### src/rtl/bk_pkg.sv
// Shared types and helpers for the pipelined Brent-Kung adder/subtractor.
package bk_pkg;

    // One (propagate, generate) pair; p sits in the upper bit.
    typedef struct packed {
        logic p;
        logic g;
    } pg_t;

    // Ceiling log2, usable in constant expressions.
    function automatic int clog2(input int value);
        int result;
        result = 0;
        for (int v = value - 1; v > 0; v = v >> 1) begin
            result = result + 1;
        end
        return result;
    endfunction

    // Number of prefix-tree levels for a given operand width.
    function automatic int levels(input int width);
        return clog2(width);
    endfunction

    // Black cell: merge a higher group with the adjacent lower group.
    function automatic pg_t black_cell(input pg_t hi, input pg_t lo);
        pg_t res;
        res.p = hi.p & lo.p;
        res.g = hi.g | (hi.p & lo.g);
        return res;
    endfunction

    // Grey cell: only the group generate is needed (carry formation).
    function automatic logic grey_cell(input pg_t hi, input logic lo_g);
        return hi.g | (hi.p & lo_g);
    endfunction

endpackage

### src/rtl/bk_adder_pipe_if.sv
// Operand and result handshake bundle of the pipelined adder.
interface bk_adder_pipe_if #(
    parameter int WIDTH = 8
);
    logic             in_valid;
    logic             in_ready;
    logic [WIDTH-1:0] in_a;
    logic [WIDTH-1:0] in_b;
    logic             in_cin;
    logic             in_sub;
    logic             out_valid;
    logic             out_ready;
    logic [WIDTH-1:0] out_sum;
    logic             out_cout;
    logic             out_ovf;

    modport master (
        output in_valid, in_a, in_b, in_cin, in_sub, out_ready,
        input  in_ready, out_valid, out_sum, out_cout, out_ovf
    );

    modport slave (
        input  in_valid, in_a, in_b, in_cin, in_sub, out_ready,
        output in_ready, out_valid, out_sum, out_cout, out_ovf
    );
endinterface

### src/rtl/bk_prefix_tree.sv
// Combinational Brent-Kung prefix tree, split into up-sweep and down-sweep
// halves so a pipeline register can sit between them (mid_* ports).
module bk_prefix_tree
    import bk_pkg::*;
#(
    parameter int WIDTH = 8
) (
    input  logic [WIDTH-1:0] p,
    input  logic [WIDTH-1:0] g,
    output logic [WIDTH-1:0] up_p,
    output logic [WIDTH-1:0] up_g,
    input  logic [WIDTH-1:0] mid_p,
    input  logic [WIDTH-1:0] mid_g,
    output logic [WIDTH-1:0] grp_p,
    output logic [WIDTH-1:0] grp_g
);
    localparam int LEVELS = levels(WIDTH);

    logic [LEVELS:0][WIDTH-1:0] us_p;
    logic [LEVELS:0][WIDTH-1:0] us_g;
    logic [LEVELS:1][WIDTH-1:0] ds_p;
    logic [LEVELS:1][WIDTH-1:0] ds_g;

    assign us_p[0] = p;
    assign us_g[0] = g;

    // Up-sweep: at level l, bit i with (i+1) a multiple of 2^l absorbs the
    // group ending 2^(l-1) below it.
    for (genvar l = 1; l <= LEVELS; l++) begin : g_up
        for (genvar i = 0; i < WIDTH; i++) begin : g_bit
            if (((i + 1) % (1 << l)) == 0) begin : g_black
                pg_t res;
                assign res = black_cell(pg_t'({us_p[l-1][i], us_g[l-1][i]}),
                                        pg_t'({us_p[l-1][i-(1<<(l-1))], us_g[l-1][i-(1<<(l-1))]}));
                assign us_p[l][i] = res.p;
                assign us_g[l][i] = res.g;
            end else begin : g_pass
                assign us_p[l][i] = us_p[l-1][i];
                assign us_g[l][i] = us_g[l-1][i];
            end
        end
    end

    assign up_p = us_p[LEVELS];
    assign up_g = us_g[LEVELS];

    assign ds_p[LEVELS] = mid_p;
    assign ds_g[LEVELS] = mid_g;

    // Down-sweep: fill the remaining prefixes, widest span first, so each
    // bit joins a neighbour that already holds its complete prefix.
    for (genvar l = LEVELS - 1; l >= 1; l--) begin : g_dn
        for (genvar i = 0; i < WIDTH; i++) begin : g_bit
            if ((((i + 1) % (1 << l)) == (1 << (l - 1))) && (i >= (1 << l))) begin : g_black
                pg_t res;
                assign res = black_cell(pg_t'({ds_p[l+1][i], ds_g[l+1][i]}),
                                        pg_t'({ds_p[l+1][i-(1<<(l-1))], ds_g[l+1][i-(1<<(l-1))]}));
                assign ds_p[l][i] = res.p;
                assign ds_g[l][i] = res.g;
            end else begin : g_pass
                assign ds_p[l][i] = ds_p[l+1][i];
                assign ds_g[l][i] = ds_g[l+1][i];
            end
        end
    end

    assign grp_p = ds_p[1];
    assign grp_g = ds_g[1];
endmodule

### src/rtl/bk_adder_pipe.sv
// Three-stage pipelined Brent-Kung adder/subtractor with valid/ready on both
// sides; S1 = bitwise p/g, S2 = up-sweep, S3 = down-sweep, carries and sum.
module bk_adder_pipe
    import bk_pkg::*;
#(
    parameter int WIDTH = 8
) (
    input  logic           clk,
    input  logic           rst,
    bk_adder_pipe_if.slave bus
);
    logic [WIDTH-1:0] b_eff;
    logic             c0;
    logic             s1_load, s2_load, s3_load;
    logic             v1, v2, v3;
    logic [WIDTH-1:0] s1_p, s1_g;
    logic             s1_c0;
    logic [WIDTH-1:0] up_p, up_g;
    logic [WIDTH-1:0] s2_up_p, s2_up_g, s2_p;
    logic             s2_c0;
    logic [WIDTH-1:0] grp_p, grp_g;
    logic [WIDTH:0]   carry;
    logic [WIDTH-1:0] s3_sum;
    logic             s3_cout, s3_ovf;

    // Subtraction is A + ~B + ~borrow_in.
    assign b_eff = bus.in_sub ? ~bus.in_b : bus.in_b;
    assign c0    = bus.in_sub ? ~bus.in_cin : bus.in_cin;

    // Ready chain runs combinationally from out_ready back to in_ready.
    assign s3_load      = !v3 || bus.out_ready;
    assign s2_load      = !v2 || s3_load;
    assign s1_load      = !v1 || s2_load;
    assign bus.in_ready = !rst && s1_load;

    bk_prefix_tree #(.WIDTH(WIDTH)) u_tree (
        .p     (s1_p),
        .g     (s1_g),
        .up_p  (up_p),
        .up_g  (up_g),
        .mid_p (s2_up_p),
        .mid_g (s2_up_g),
        .grp_p (grp_p),
        .grp_g (grp_g)
    );

    // Carry into bit i is the prefix [i-1:0] merged with the carry-in.
    assign carry[0] = s2_c0;
    for (genvar i = 1; i <= WIDTH; i++) begin : g_carry
        assign carry[i] = grey_cell(pg_t'({grp_p[i-1], grp_g[i-1]}), s2_c0);
    end

    // S1: capture per-bit propagate/generate of the conditioned operands.
    always_ff @(posedge clk) begin
        if (rst) begin
            v1    <= 1'b0;
            s1_p  <= '0;
            s1_g  <= '0;
            s1_c0 <= 1'b0;
        end else begin
            if (s1_load) v1 <= bus.in_valid;
            if (s1_load && bus.in_valid) begin
                s1_p  <= bus.in_a ^ b_eff;
                s1_g  <= bus.in_a & b_eff;
                s1_c0 <= c0;
            end
        end
    end

    // S2: capture the up-sweep result alongside the raw propagates.
    always_ff @(posedge clk) begin
        if (rst) begin
            v2      <= 1'b0;
            s2_up_p <= '0;
            s2_up_g <= '0;
            s2_p    <= '0;
            s2_c0   <= 1'b0;
        end else begin
            if (s2_load) v2 <= v1;
            if (s2_load && v1) begin
                s2_up_p <= up_p;
                s2_up_g <= up_g;
                s2_p    <= s1_p;
                s2_c0   <= s1_c0;
            end
        end
    end

    // S3: form sum, carry-out and overflow; data holds while invalid or stalled.
    always_ff @(posedge clk) begin
        if (rst) begin
            v3      <= 1'b0;
            s3_sum  <= '0;
            s3_cout <= 1'b0;
            s3_ovf  <= 1'b0;
        end else begin
            if (s3_load) v3 <= v2;
            if (s3_load && v2) begin
                s3_sum  <= s2_p ^ carry[WIDTH-1:0];
                s3_cout <= carry[WIDTH];
                s3_ovf  <= carry[WIDTH] ^ carry[WIDTH-1];
            end
        end
    end

    assign bus.out_valid = v3;
    assign bus.out_sum   = s3_sum;
    assign bus.out_cout  = s3_cout;
    assign bus.out_ovf   = s3_ovf;
endmodule

### src/flat_wrapper.sv
// flat-port wrapper written by rule: the top's interface ports become plain ports
module bk_adder_pipe_flat import bk_pkg::*;
#(
    parameter int WIDTH = 8
)
  (clk, rst, bus_in_valid, bus_in_a, bus_in_b, bus_in_cin, bus_in_sub, bus_out_ready, bus_in_ready, bus_out_valid, bus_out_sum, bus_out_cout, bus_out_ovf);
  bk_adder_pipe_if #(.WIDTH(WIDTH)) bus_i ();
  input  logic clk;
  input  logic rst;
  input wire logic [$bits(bus_i.in_valid)-1:0] bus_in_valid;
  input wire logic [$bits(bus_i.in_a)-1:0] bus_in_a;
  input wire logic [$bits(bus_i.in_b)-1:0] bus_in_b;
  input wire logic [$bits(bus_i.in_cin)-1:0] bus_in_cin;
  input wire logic [$bits(bus_i.in_sub)-1:0] bus_in_sub;
  input wire logic [$bits(bus_i.out_ready)-1:0] bus_out_ready;
  output wire logic [$bits(bus_i.in_ready)-1:0] bus_in_ready;
  output wire logic [$bits(bus_i.out_valid)-1:0] bus_out_valid;
  output wire logic [$bits(bus_i.out_sum)-1:0] bus_out_sum;
  output wire logic [$bits(bus_i.out_cout)-1:0] bus_out_cout;
  output wire logic [$bits(bus_i.out_ovf)-1:0] bus_out_ovf;
  assign bus_i.in_valid = bus_in_valid;
  assign bus_i.in_a = bus_in_a;
  assign bus_i.in_b = bus_in_b;
  assign bus_i.in_cin = bus_in_cin;
  assign bus_i.in_sub = bus_in_sub;
  assign bus_i.out_ready = bus_out_ready;
  assign bus_in_ready = bus_i.in_ready;
  assign bus_out_valid = bus_i.out_valid;
  assign bus_out_sum = bus_i.out_sum;
  assign bus_out_cout = bus_i.out_cout;
  assign bus_out_ovf = bus_i.out_ovf;
  bk_adder_pipe #(.WIDTH(WIDTH)) u_core (.clk(clk), .rst(rst), .bus(bus_i));
endmodule
### config.mk
export PLATFORM = sky130hd
export DESIGN_NAME = bk_adder_pipe_flat
export DESIGN_NICKNAME = d
export VERILOG_FILES = /design/src/rtl/bk_pkg.sv /design/src/rtl/bk_adder_pipe_if.sv /design/src/rtl/bk_prefix_tree.sv /design/src/rtl/bk_adder_pipe.sv /design/src/flat_wrapper.sv
export SDC_FILE = /design/constraint.sdc
export NUM_CORES = 1
export LEC_CHECK = 0
export CORE_MARGIN = 1
export CORE_UTILIZATION = 45
export CTS_CLUSTER_DIAMETER = 50
export DETAILED_ROUTE_END_ITERATION = 8
export PLACE_DENSITY_LB_ADDON = 0.15
export SLEW_MARGIN = 5
export SYNTH_ARGS = -nofsm -noshare
export SYNTH_HDL_FRONTEND = slang
export SYNTH_SLANG_ARGS = --single-unit
### constraint.sdc
create_clock -name clk -period 1.2 [get_ports clk]
set_input_delay 0.36 -clock clk [delete_from_list [all_inputs] [get_ports clk]]
set_output_delay 0.36 -clock clk [all_outputs]
set_load 0.01 [all_outputs]
# Word level (Yosys, flattened, before mapping)
# Index checks and enable logic that the tools add are counted.
dict set report word_totals {
  input_bits 22
  regBits 55
}
dict set report op_classes {
  bitwise 55
  mux 2
  n_reduce_logical 11
}
# cell count
set ops {}
lappend ops {{$and 1x1->1} 30}
lappend ops {{$or 1x1->1} 19}
lappend ops {{$xor 8x8->8} 2}
lappend ops {{$and 8x8->8} 1}
lappend ops {{$mux 8} 1}
lappend ops {{$not 8->8} 1}
lappend ops {{$logic_and 1x1->1} 4}
lappend ops {{$logic_not 1->1} 4}
lappend ops {{$logic_or 1x1->1} 3}
lappend ops {{$mux 1} 1}
lappend ops {{$not 1->1} 1}
lappend ops {{$xor 1x1->1} 1}

# Logic depth before layout (Yosys ltp)
# Gate-level depths: netlist of the first run.
dict set report depth {
  ltp_word 6
  depth_mapped 6
  mapped_depth_nobuf 5
}

# Hierarchy
# From an unflattened synthesis of the first run, not the netlist that was laid out.
dict set report hier_totals {
  hier_cells 311
  area_unflattened_um2 2667.6
}
# module cells_per_inst n_inst seq_area_each_um2 area_per_inst_um2
set by_module_without_submodules {}
lappend by_module_without_submodules {bk_adder_pipe 273 1 1101.1 2393.5}
lappend by_module_without_submodules {bk_prefix_tree 38 1 0.0 274.0}

# Worst setup path after synthesis of the first run
# OpenSTA, ideal clock, no wires.
dict set report synth_path {
  path_type {in2reg}
  start {in bus_out_ready}
  end {reg u_core.s3_sum[5] (netlist: u_core.bus.out_sum[5])}
  required_ps 1138
  arrival_ps 1227
  setup_slack_ps -88
  path_buffers 1
  path_stages 5
  path_cell_list {nand2b_4 > nand2_1 > buf_6 > or4_1 > nand3_1}
}
dict set report synth_between {
  elab_chain_cells 2
}
# element line
set synth_lines {}
lappend synth_lines {{from (decl)} flat_wrapper.sv:15} ;# input wire logic [$bits(bus_i.out_ready)-1:0] bus_out_ready;
lappend synth_lines {{$logic_or 1x1->1} bk_adder_pipe.sv:31} ;# assign s3_load = !v3 || bus.out_ready;
lappend synth_lines {{$logic_and 1x1->1} bk_adder_pipe.sv:98} ;# if (s3_load && v2) begin
lappend synth_lines {{to (signal assigned)} bk_adder_pipe.sv:99} ;# s3_sum <= s2_p ^ carry[WIDTH-1:0];
lappend synth_lines {{to (decl)} bk_adder_pipe.sv:23} ;# logic [WIDTH-1:0] s3_sum;
# Every way passes these cells.
# A chain may end at the register's enable or synchronous reset.

# Worst setup path after layout of the first run
dict set report layout_path {
  start {reg u_core.v3 (netlist: u_core.bus.out_valid)}
  end {reg u_core.s2_up_g[5]}
}
dict set report layout_between {
  elab_chain_cells 4
}
# element line
set layout_lines {}
lappend layout_lines {{from (decl)} bk_adder_pipe.sv:15} ;# logic v1, v2, v3;
lappend layout_lines {{from (signal assigned)} bk_adder_pipe.sv:97} ;# if (s3_load) v3 <= v2;
lappend layout_lines {{$logic_not 1->1} bk_adder_pipe.sv:31}
lappend layout_lines {{$logic_or 1x1->1} bk_adder_pipe.sv:31}
lappend layout_lines {{$logic_or 1x1->1} bk_adder_pipe.sv:32} ;# assign s2_load = !v2 || s3_load;
lappend layout_lines {{$logic_and 1x1->1} bk_adder_pipe.sv:80} ;# if (s2_load && v1) begin
lappend layout_lines {{to (signal assigned)} bk_adder_pipe.sv:82} ;# s2_up_g <= up_g;
lappend layout_lines {{to (decl)} bk_adder_pipe.sv:19} ;# logic [WIDTH-1:0] s2_up_p, s2_up_g, s2_p;
# Every way passes these cells.

==> run_results.csv, run 1 <==
group,metric,value,unit
run_status,status,"finished with violations",
run_status,violations,"setup timing",
cts,cts_buffers,5,
timing,fin_ws,-226.6,ps
synthesis,postSynthCellCount,250,
timing,grt_setup_unrepaired,"yes",
power_and_ir_drop,p_leak,1.394,nW
route,final_antenna_net_count,0,
power_and_ir_drop,switching_share,0.2463,
final_layout,n_antenna_cell,0,
final_layout,final_area,0.003286,mm2
setup_path,start_kind,"register",
power_and_ir_drop,net-switching-power,0.0008569,W
grt,grt_pass1_vias,1784,
grt,grt_max_degree,21,
timing,tns,-7791,ps
placed_design,place_ws,-826.2,ps
timing,final-hold-violation-count,0,
route,drc,0,
placed_design,dp_cells,373,
final_layout,final_cells,392,
die,coreArea,0.004786,mm2
setup_path,crit_path_end_kind,"register",
route,drtIter0Drc,37,
route,vias,1930,
final_layout,layout_common_cells,"38 x nand2_1, 36 x dfxtp_1, 31 x buf_4",
min_path,hold_path_class,"reg -> reg",
cts,cts.sinks,51,
die,start_util,0.4769,
route,wl,4939,um
cts,root_buffer,"clkbuf_8",
setup_path,cp.required,1380,ps
cts,clk_path_buf_depth,2,
final_layout,final_nets,355,
final_layout,syn2layout_area_growth,43.97,%
route,dr.pass1.iters,4,
grt,grt_pass1_wl,8383,um
cts,cts_tree,"yes",
setup_path,arrival,1610,ps
synthesis,syn-cell-area,0.002282,mm2
timing,setup_viol,49,
power_and_ir_drop,seqPwrFrac,0.524,
route,via_per_inst,4.923,
setup_path,path_max_fanout,8,
power_and_ir_drop,powerDensity,1059,mW/mm2
synthesis,yosysWarnings,0,
cts,clk_pin_slew,90,ps
synthesis,ys_types,37,
grt,grt.overflow.total,0,
die,dieArea,0.005360,mm2
cts,postCtsHoldBufs,0,
timing,drv_slew,0,
grt,grt_use_total,0.2077,
final_layout,final_common_cell,"nand2_1",
timing,period_minus_slack,1427,ps
final_layout,drive_above_1_share,0.3692,
power_and_ir_drop,p_comb_frac,0.170,
final_layout,nFillCells,410,
synthesis,ys_ff_latch,51,
placed_design,placed_area,0.002874,mm2
timing,fin_skew,6.389,ps
die,rows,25,
grt,antenna_found_initial,0,
placed_design,numPortBuffers,33,
cts,cts_max_level,2,
power_and_ir_drop,intPower,0.002622,W
timing,fmax,0.7010,GHz
timing,relSlewSlack,0.7165,
die,chipHeight,73.22,um
final_layout,fin_util,0.6865,
cts,clock_latency,300,ps
synthesis,syn_avg_cell_area,9.129,um2
die,io_pins,34,
setup_path,crit_type,"reg -> reg",
timing,final.period_utilization,1.189,
die,fp.dieW,73.22,um
run,cap_violations,0,
synthesis,mappedNetlistNets,281,
synthesis,synth_seq_area_share,0.4474,
timing,tightest_slew,424.1,ps
power_and_ir_drop,peakVddDrop,0.0007005,V
route,post_drt_wl_per_cell,12.60,um
power_and_ir_drop,clkPwrFrac,0.306,
placed_design,hpwl,3258,um
placed_design,globalplace.congestion,0.7495,
-- logic make-up (layout without fill, tap and decap cells) --
| group | after synthesis | after routing | synth area share |
|---|---|---|---|
| and+or+nand+nor | 98 | 98 | 0.1891 |
| DFF | 51 | 51 | 0.4474 |
| AOI/OAI and AO/OA | 46 | 46 | 0.1294 |
| muxes | 18 | 18 | 0.07895 |
| buffers and inverters | 15 | 90 | 0.05592 |
| xor gates and xnor gates | 13 | 13 | 0.04989 |
| adders and majority gates | 9 | 9 | 0.04934 |
-- flip-flops by register name, indices dropped and copies added, names as in the netlist, 4 cells and up --
name,flops
u_core.bus.out_sum,8
u_core.s1_g,8
u_core.s2_up_g,8
u_core.s2_p,8
u_core.s2_up_p,4
u_core.s1_p,8
-- critical path, stage by stage, from the launching register on --
cell      delay (ps)
dfxtp_2          350
buf_6            110
and2b_2          210
a21boi_4         300
buf_6            180
buf_4            110
a211oi_2          50
-- path summary, 6_finish.rpt --
path	start	endpoint	slack [ps]	cells past startpoint
setup reg to reg	u_core.bus.out_valid$_SDFFE_PP0P_	u_core.s2_up_g[5]$_SDFFE_PP0P_	-230	6
setup / recovery	u_core.bus.out_valid$_SDFFE_PP0P_	u_core.s2_up_g[5]$_SDFFE_PP0P_	-230	6
hold reg to reg	u_core.s1_c0$_SDFFE_PP0P_	u_core.s2_c0$_SDFFE_PP0P_	450	2
hold / removal	u_core.s1_c0$_SDFFE_PP0P_	u_core.s2_c0$_SDFFE_PP0P_	450	2
-- synth_stat cells --
cell type,instances,share of area
dfxtp_1,51,0.45
nand2_1,44,0.072
nor2_1,35,0.058
a21oi_1,28,0.061
mux2i_1,18,0.079
xor2_1,12,0.046
ha_1,9,0.049
a211oi_1,6,0.020
nand3_1,5,0.011
buf_6,4,0.020
clkbuf_1,4,0.0066
nand3b_1,3,0.0099
o21ai_0,3,0.0066
buf_2,2,0.0044
nand4b_1,2,0.0077
nor3_1,2,0.0044
or4_1,2,0.0066
a2111oi_0,1,0.0038
a21boi_4,1,0.0082
a21o_1,1,0.0033
a21o_2,1,0.0038
a311o_1,1,0.0044
and2b_2,1,0.0038
buf_12,1,0.0088
buf_4,1,0.0033
clkbuf_8,1,0.0060
dlymetal6s2s_1,1,0.0055
inv_1,1,0.0016
nand2b_4,1,0.0060
nor2_2,1,0.0027
nor3b_1,1,0.0033
nor4b_1,1,0.0038
o21ai_2,1,0.0038
o21ai_4,1,0.0071
o21bai_1,1,0.0033
o41ai_1,1,0.0038
xnor2_1,1,0.0038
-- final cells by class --
cell class	instances	area (um2)	share of cell area
tap	67	83.83	0.02551
timing repair buffer	81	767.0	0.2334
inverter	1	3.754	0.001142
multi-input combinational	184	1286	0.3915
clock buffer	8	100.1	0.03046
sequential	51	1045	0.3180
-- per-layer routing --
metal  GRT usage  wire length, um  vias to the layer above
met5           0                0                        -
met4     0.07843               76                        0
met3     0.04558              167                        6
met2      0.3241             2316                       32
met1      0.2798             2379                      890
li1            -                -                     1002
-- power groups by stage --
stage | sequential (W) | combinational (W) | clock (W)
after global routing | 0.00183 | 0.000655 | 0.00117
final | 0.00182 | 0.000590 | 0.00107
after floorplan | 0.00185 | 0.000283 | 0
after detailed placement | 0.00186 | 0.000498 | 0
after global placement | 0.00185 | 0.000488 | 0
after CTS | 0.00182 | 0.000559 | 0.00111
-- metrics by stage --
step	hold WS (ps)	total power, W
floorplan	431.5	0.002137
global placement	438.6	0.002343
detailed placement	450.2	0.002354
CTS	453.1	0.003493
global route	490.0	0.003662
finish	449.1	0.003479
-- repair_timing --
item,CTS,global route
pin swaps,22,2
endpoints found under the hold margin,0,0
gates cloned,2,1
resized for setup,104,14
buffers inserted,6,2
endpoints found under the setup margin,60,51
(Power assumes the default switching activity.)
==> run 2: changes to the inputs <==
--- a/config.mk
+++ b/config.mk
@@ -5,10 +5,12 @@
 export SDC_FILE = /design/constraint.sdc
 export NUM_CORES = 1
 export LEC_CHECK = 0
+export CAP_MARGIN = 20
 export CORE_MARGIN = 1
 export CORE_UTILIZATION = 45
 export CTS_CLUSTER_DIAMETER = 50
 export DETAILED_ROUTE_END_ITERATION = 8
+export HOLD_SLACK_MARGIN = 0.08
 export PLACE_DENSITY_LB_ADDON = 0.15
 export SLEW_MARGIN = 5
 export SYNTH_ARGS = -nofsm -noshare
==> results of run 2 <==
No change in the layout: final DEF, timing and power equal those of run 1.
